<file path="src/rtl/weight_tile_packer.sv">
// rtl/weight_tile_packer.sv - packs S2P weight words per tile row from SRAM into a row FIFO toward the PE array
module weight_tile_packer #(
  parameter int S2P        = 8,
  parameter int DATA_W     = 8,
  parameter int ADDR_W     = 16,
  parameter int RD_LAT     = 1,
  parameter int FIFO_DEPTH = 4
) (
  input  logic                    clk,
  input  logic                    rstn,
  input  logic                    start,
  input  logic [15:0]             i_tile_total,
  input  logic [ADDR_W-1:0]       i_addr,
  input  logic                    i_addr_valid,
  input  logic                    i_pad,
  output logic                    o_gen_enable,
  output logic                    mem_rd_en,
  output logic [ADDR_W-1:0]       mem_rd_addr,
  input  logic [DATA_W-1:0]       mem_rd_data,
  output logic [S2P*DATA_W-1:0]   o_row_data,
  output logic                    o_row_valid,
  input  logic                    i_row_ready,
  output logic [$clog2(S2P)-1:0]  o_row_idx,
  output logic                    o_tile_last,
  output logic                    o_done,
  output logic                    o_overflow
);
  localparam int LW = $clog2(S2P);
  localparam int PW = $clog2(FIFO_DEPTH);
  localparam int CW = PW + 1;

  localparam logic [1:0] S_IDLE  = 2'd0;
  localparam logic [1:0] S_RUN   = 2'd1;
  localparam logic [1:0] S_DRAIN = 2'd2;
  localparam logic [1:0] S_DONE  = 2'd3;

  logic [1:0]            state;
  logic [15:0]           tile_total_q;
  logic [15:0]           tile_cnt;
  logic [LW-1:0]         lane_cnt;
  logic [LW-1:0]         row_cnt;
  logic [RD_LAT-1:0]     vld_sr;
  logic [RD_LAT-1:0]     pad_sr;
  logic [S2P*DATA_W-1:0] row_buf;
  logic [S2P*DATA_W-1:0] row_next;

  logic [S2P*DATA_W-1:0] fifo_data [FIFO_DEPTH];
  logic [LW-1:0]         fifo_idx  [FIFO_DEPTH];
  logic                  fifo_fin  [FIFO_DEPTH];
  logic [PW-1:0]         wr_ptr;
  logic [PW-1:0]         rd_ptr;
  logic [CW-1:0]         fifo_count;

  logic              run;
  logic              word_in;
  logic              word_vld;
  logic [DATA_W-1:0] word;
  logic              push_row;
  logic              push_ok;
  logic              pop;
  logic              full;
  logic              last_row;
  logic              last_tile;

  assign run         = (state == S_RUN);
  assign mem_rd_en   = i_addr_valid & ~i_pad & run;
  assign mem_rd_addr = i_addr;
  assign word_in     = i_addr_valid & run;

  // Words still in the read pipeline once the tensor is complete are discarded.
  assign word_vld  = vld_sr[RD_LAT-1] & run;
  assign word      = pad_sr[RD_LAT-1] ? '0 : mem_rd_data;
  assign push_row  = word_vld && (lane_cnt == LW'(S2P-1));
  assign last_row  = (row_cnt == LW'(S2P-1));
  assign last_tile = (tile_cnt == tile_total_q - 16'd1);

  assign full        = (fifo_count == CW'(FIFO_DEPTH));
  assign o_row_valid = (fifo_count != '0);
  assign pop         = o_row_valid & i_row_ready;
  assign push_ok     = push_row & (~full | pop);

  assign o_row_data  = o_row_valid ? fifo_data[rd_ptr] : '0;
  assign o_row_idx   = o_row_valid ? fifo_idx[rd_ptr] : '0;
  assign o_tile_last = o_row_valid & (fifo_idx[rd_ptr] == LW'(S2P-1));

  always_comb begin
    row_next = row_buf;
    row_next[lane_cnt*DATA_W +: DATA_W] = word;
  end

  function automatic logic [PW-1:0] ptr_inc(input logic [PW-1:0] p);
    return (p == PW'(FIFO_DEPTH-1)) ? '0 : p + PW'(1);
  endfunction

  always_ff @(posedge clk) begin
    if (push_ok && !start) begin
      fifo_data[wr_ptr] <= row_next;
      fifo_idx[wr_ptr]  <= row_cnt;
      fifo_fin[wr_ptr]  <= last_row & last_tile;
    end
  end

  always_ff @(posedge clk or negedge rstn) begin
    if (!rstn) begin
      state        <= S_IDLE;
      tile_total_q <= '0;
      tile_cnt     <= '0;
      lane_cnt     <= '0;
      row_cnt      <= '0;
      vld_sr       <= '0;
      pad_sr       <= '0;
      row_buf      <= '0;
      wr_ptr       <= '0;
      rd_ptr       <= '0;
      fifo_count   <= '0;
      o_gen_enable <= 1'b0;
      o_done       <= 1'b0;
      o_overflow   <= 1'b0;
    end else if (start) begin
      state        <= S_RUN;
      tile_total_q <= i_tile_total;
      tile_cnt     <= '0;
      lane_cnt     <= '0;
      row_cnt      <= '0;
      vld_sr       <= '0;
      pad_sr       <= '0;
      row_buf      <= '0;
      wr_ptr       <= '0;
      rd_ptr       <= '0;
      fifo_count   <= '0;
      o_gen_enable <= 1'b0;
      o_done       <= 1'b0;
      o_overflow   <= 1'b0;
    end else begin
      vld_sr[0] <= word_in;
      pad_sr[0] <= i_pad;
      for (int i = 1; i < RD_LAT; i++) begin
        vld_sr[i] <= vld_sr[i-1];
        pad_sr[i] <= pad_sr[i-1];
      end

      if (word_vld) begin
        if (push_row) begin
          lane_cnt <= '0;
          row_cnt  <= last_row ? '0 : row_cnt + LW'(1);
          if (last_row) begin
            tile_cnt <= tile_cnt + 16'd1;
            if (last_tile) state <= S_DRAIN;
          end
          if (!push_ok) o_overflow <= 1'b1;
        end else begin
          lane_cnt <= lane_cnt + LW'(1);
          row_buf  <= row_next;
        end
      end

      if (push_ok) wr_ptr <= ptr_inc(wr_ptr);
      if (pop)     rd_ptr <= ptr_inc(rd_ptr);
      case ({push_ok, pop})
        2'b10:   fifo_count <= fifo_count + CW'(1);
        2'b01:   fifo_count <= fifo_count - CW'(1);
        default: fifo_count <= fifo_count;
      endcase

      if (pop && fifo_fin[rd_ptr]) o_done <= 1'b1;
      if (state == S_DRAIN && fifo_count == '0) state <= S_DONE;

      // Two free slots leave room for the one word the generator may emit after the drop.
      o_gen_enable <= run && (fifo_count <= CW'(FIFO_DEPTH-2)) && !(push_row && last_row && last_tile);
    end
  end

endmodule
</file>
<file path="config.mk">
export PLATFORM = sky130hd
export DESIGN_NAME = weight_tile_packer
export DESIGN_NICKNAME = d
export VERILOG_FILES = /design/src/rtl/weight_tile_packer.sv
export SDC_FILE = /design/constraint.sdc
export NUM_CORES = 1
export LEC_CHECK = 0
export BUFFER_PORTS_ARGS = -buffer_cell sky130_fd_sc_hd__buf_2
export CELL_PAD_IN_SITES_DETAIL_PLACEMENT = 1
export CELL_PAD_IN_SITES_GLOBAL_PLACEMENT = 2
export CORE_UTILIZATION = 30
export DETAILED_ROUTE_END_ITERATION = 10
export MAX_ROUTING_LAYER = met4
export PLACE_DENSITY = 0.67
export RECOVER_POWER = 100
export SLEW_MARGIN = 20
export SYNTH_ARGS = -nofsm -noshare
export SYNTH_HDL_FRONTEND = slang
export SYNTH_SLANG_ARGS = --single-unit
</file>
<file path="constraint.sdc">
create_clock -name clk -period 4.3 [get_ports clk]
set_input_delay 1.075 -clock clk [delete_from_list [all_inputs] [get_ports clk]]
set_output_delay 1.075 -clock clk [all_outputs]
set_load 0.02 [all_outputs]
</file>
==> metrics <==
Slew HR -0.0959; routed via count 9736; failing checks max-capacitance violations, max-slew violations; final hold vios 0; die width 237 µm; share of cells above drive strength 1 0.185; area grow syn2layout 16.0%; Clock transition at path regs 0.06 ns; initial antenna violation count 2; Initial Util 0.306; Async SR Flop Fraction 0.299; skew final 0.0201 ns; area of the multi-input gates 0.00513 mm²; largest net degree at the start of global routing 57; Final ANT Viol Nets 0; FF-to-FF Start lane_cnt[0]; DIE AREA 0.0563 mm²; TritonCTS Buffers 42; status complete, but fails checks; peak supply drop 247 µV; Via density 5.04; most common cell in the netlist edfxtp_1; drt initial violations 633; number of flops mapped to enable cells by yosys 272; post-cts resize count 0; Placed Area 0.0180 mm²; Worst-Margin Slew 1.64 ns; Crit. End Element output pin; max cap viols 1; hold path start row_buf[61]; Max stage delay on crit path 0.59 ns; gpl congestion 0.776; fin. max-slew vios 57; P_leak 6.90 nW; Layout fillers 5615; Post-CTS Setup Bufs 0; Yosys reg bits 388; boundary pin count 135; Crit-path slowest cell dfrtp_1; number of buffers added on ports 102; clock latency on the worst-skew pair 0.58 ns; hpwl dp 27200 µm; top_reg_cell synth edfxtp_1; Pre-Repair DR Iteration Count 5; clk sinks 388; TritonCTS clock tree done; mapped cell area 0.0166 mm²; Rows 85; cell taking the most area after synthesis edfxtp_1; syn nets 1164; DR WL/cell 21.9 µm; vias in the first global route 10.5k; Yosys top cell area share 0.491; Tmin final 3.92 ns; all-layer global routing usage 0.158; unrepaired setup endpoints after global routing false; critical path arrival 2.85 ns; crit path cell chain nor3_1 > inv_1 > clkbuf_2 > and2_1 > clkbuf_1; Power Density 419 mW/mm²; startpoint class of the critical path register; Highest Clock Rate 255 MHz; DRC violations left 0; Core ar. 0.0542 mm²; Tcrit/Tclk final 0.912; WL final 42200 µm; Setup Crit Path Kind reg -> out; DP Worst Slack 1.05 ns; synth unique cells 63; Crit path required time 3.22 ns; Root Buffer clkbuf_16; register area share after synthesis 0.666; Die Y 237 µm; first-pass GRT wire length 65500 µm; type of the worst min-delay path reg -> reg; Final Cell Area 0.0193 mm²; syn_area_per_cell 15.1 µm²; Remaining Overflow, GRT 0; Commonest cells post-synth edfxtp_1, dfrtp_1, nand2_1, and2_1, mux4_2; cells after synthesis 1104; Sequential Area 0.0111 mm²; YS warnings 0; final setup vio count 0; crit-path max FO 23; Critical Path Start fifo_count[0]; synth top area cells edfxtp_1, dfrtp_1, mux4_2, a22o_1, and2_1; Max Buffers Root-to-Sink 3; setup ws final 0.379 ns; Setup TNS Final 0 ns; H-tree depth 2; flop2flop setup slack 0.51 ns; hold_buf cts 0; # nets final 1262
-- where the power goes --
part,internal (mW),switching (mW),total (mW)
Clock,2.27,1.55,3.81
Sequential,4.00,0.0300,4.03
Combinational,0.0697,0.167,0.237
Total,6.33,1.74,8.08
-- logic make-up after synthesis --
group | Yosys count | synth area share
flip-flops | 388 | 0.666
AND/OR/NAND/NOR | 304 | 0.0942
AO/OA/AOI/OAI | 172 | 0.0726
multiplexers | 100 | 0.114
buffers and inverters | 94 | 0.0255
XOR/XNOR | 32 | 0.0169
adder cells (fa/ha/maj) | 14 | 0.0110
-- routing by layer --
metal | share of wire | global-route usage | routed length (µm) | vias up
li1 | - | - | - | 4376
met1 | 0.47 | 0.213 | 19900 | 5111
met2 | 0.47 | 0.246 | 19900 | 186
met3 | 0.037 | 0.0271 | 1560 | 63
met4 | 0.022 | 0.0409 | 924 | 0
met5 | 0 | - | 0 | -
-- worst max-delay path, delay by kind of cell, from the launching register on --
family / cells / cell delay [ns]
buf+inv: 3 / 1.29
simple gates: 2 / 0.35
flops: 1 / 0.59
-- cell type report --
class	count	share of cell area
Tap cell	696	0.0452
Antenna cell	1	0.000130
Inverter	18	0.00351
Sequential cell	388	0.575
Clock inverter	17	0.0150
Timing Repair Buffer	130	0.0351
Clock buffer	61	0.0603
Multi-Input combinational cell	622	0.266
-- per-stage QoR --
step                      total power, mW   util  std cells  hold slack, ns
after floorplan                      4.26      -       1104           0.466
after global placement               4.35  0.332       1854           0.482
after detailed placement             4.35  0.332       1854           0.481
after CTS                            8.19  0.358       1932           0.503
after global routing                 8.33  0.355       1933           0.516
final                                8.08  0.355       1933           0.499
-- state kept, by name, indices dropped and copies added, names as in the netlist, 3 cells and up --
name          cells
lane_cnt          3
fifo_count        3
fifo_idx         12
fifo_fin          4
fifo_data       256
row_cnt           3
tile_cnt         16
row_buf          64
tile_total_q     16
-- path summary, 6_finish.rpt --
kind,to,cells past startpoint
max in group asynchronous,row_buf[29],2
setup reg to reg,fifo_data[2][8],8
min in group asynchronous,tile_cnt[3],1
hold / removal,row_buf[61],1
hold reg to reg,row_buf[61],1
setup / recovery,o_row_data[21],5
-- cell usage in the layout (no fill, tap or decap), drive strengths merged, types with 3 or more instances in the layout --
master / n
nor2: 57
or4: 4
dfrtp: 116
or3: 4
and3: 4
xnor2: 14
and2: 73
o21ai: 62
bufinv: 6
nand2b: 11
buf: 65
xor2: 18
nand4: 4
ha: 13
mux4: 68
o311ai: 3
nor2b: 6
edfxtp: 272
nor3: 14
inv: 20
clkinv: 9
nor4: 7
mux2: 31
nand2: 77
a21oi: 18
a21o: 5
clkbuf: 126
a31oi: 3
a22o: 66
nand3: 30
Note: power is estimated with default switching activity, not from simulation.
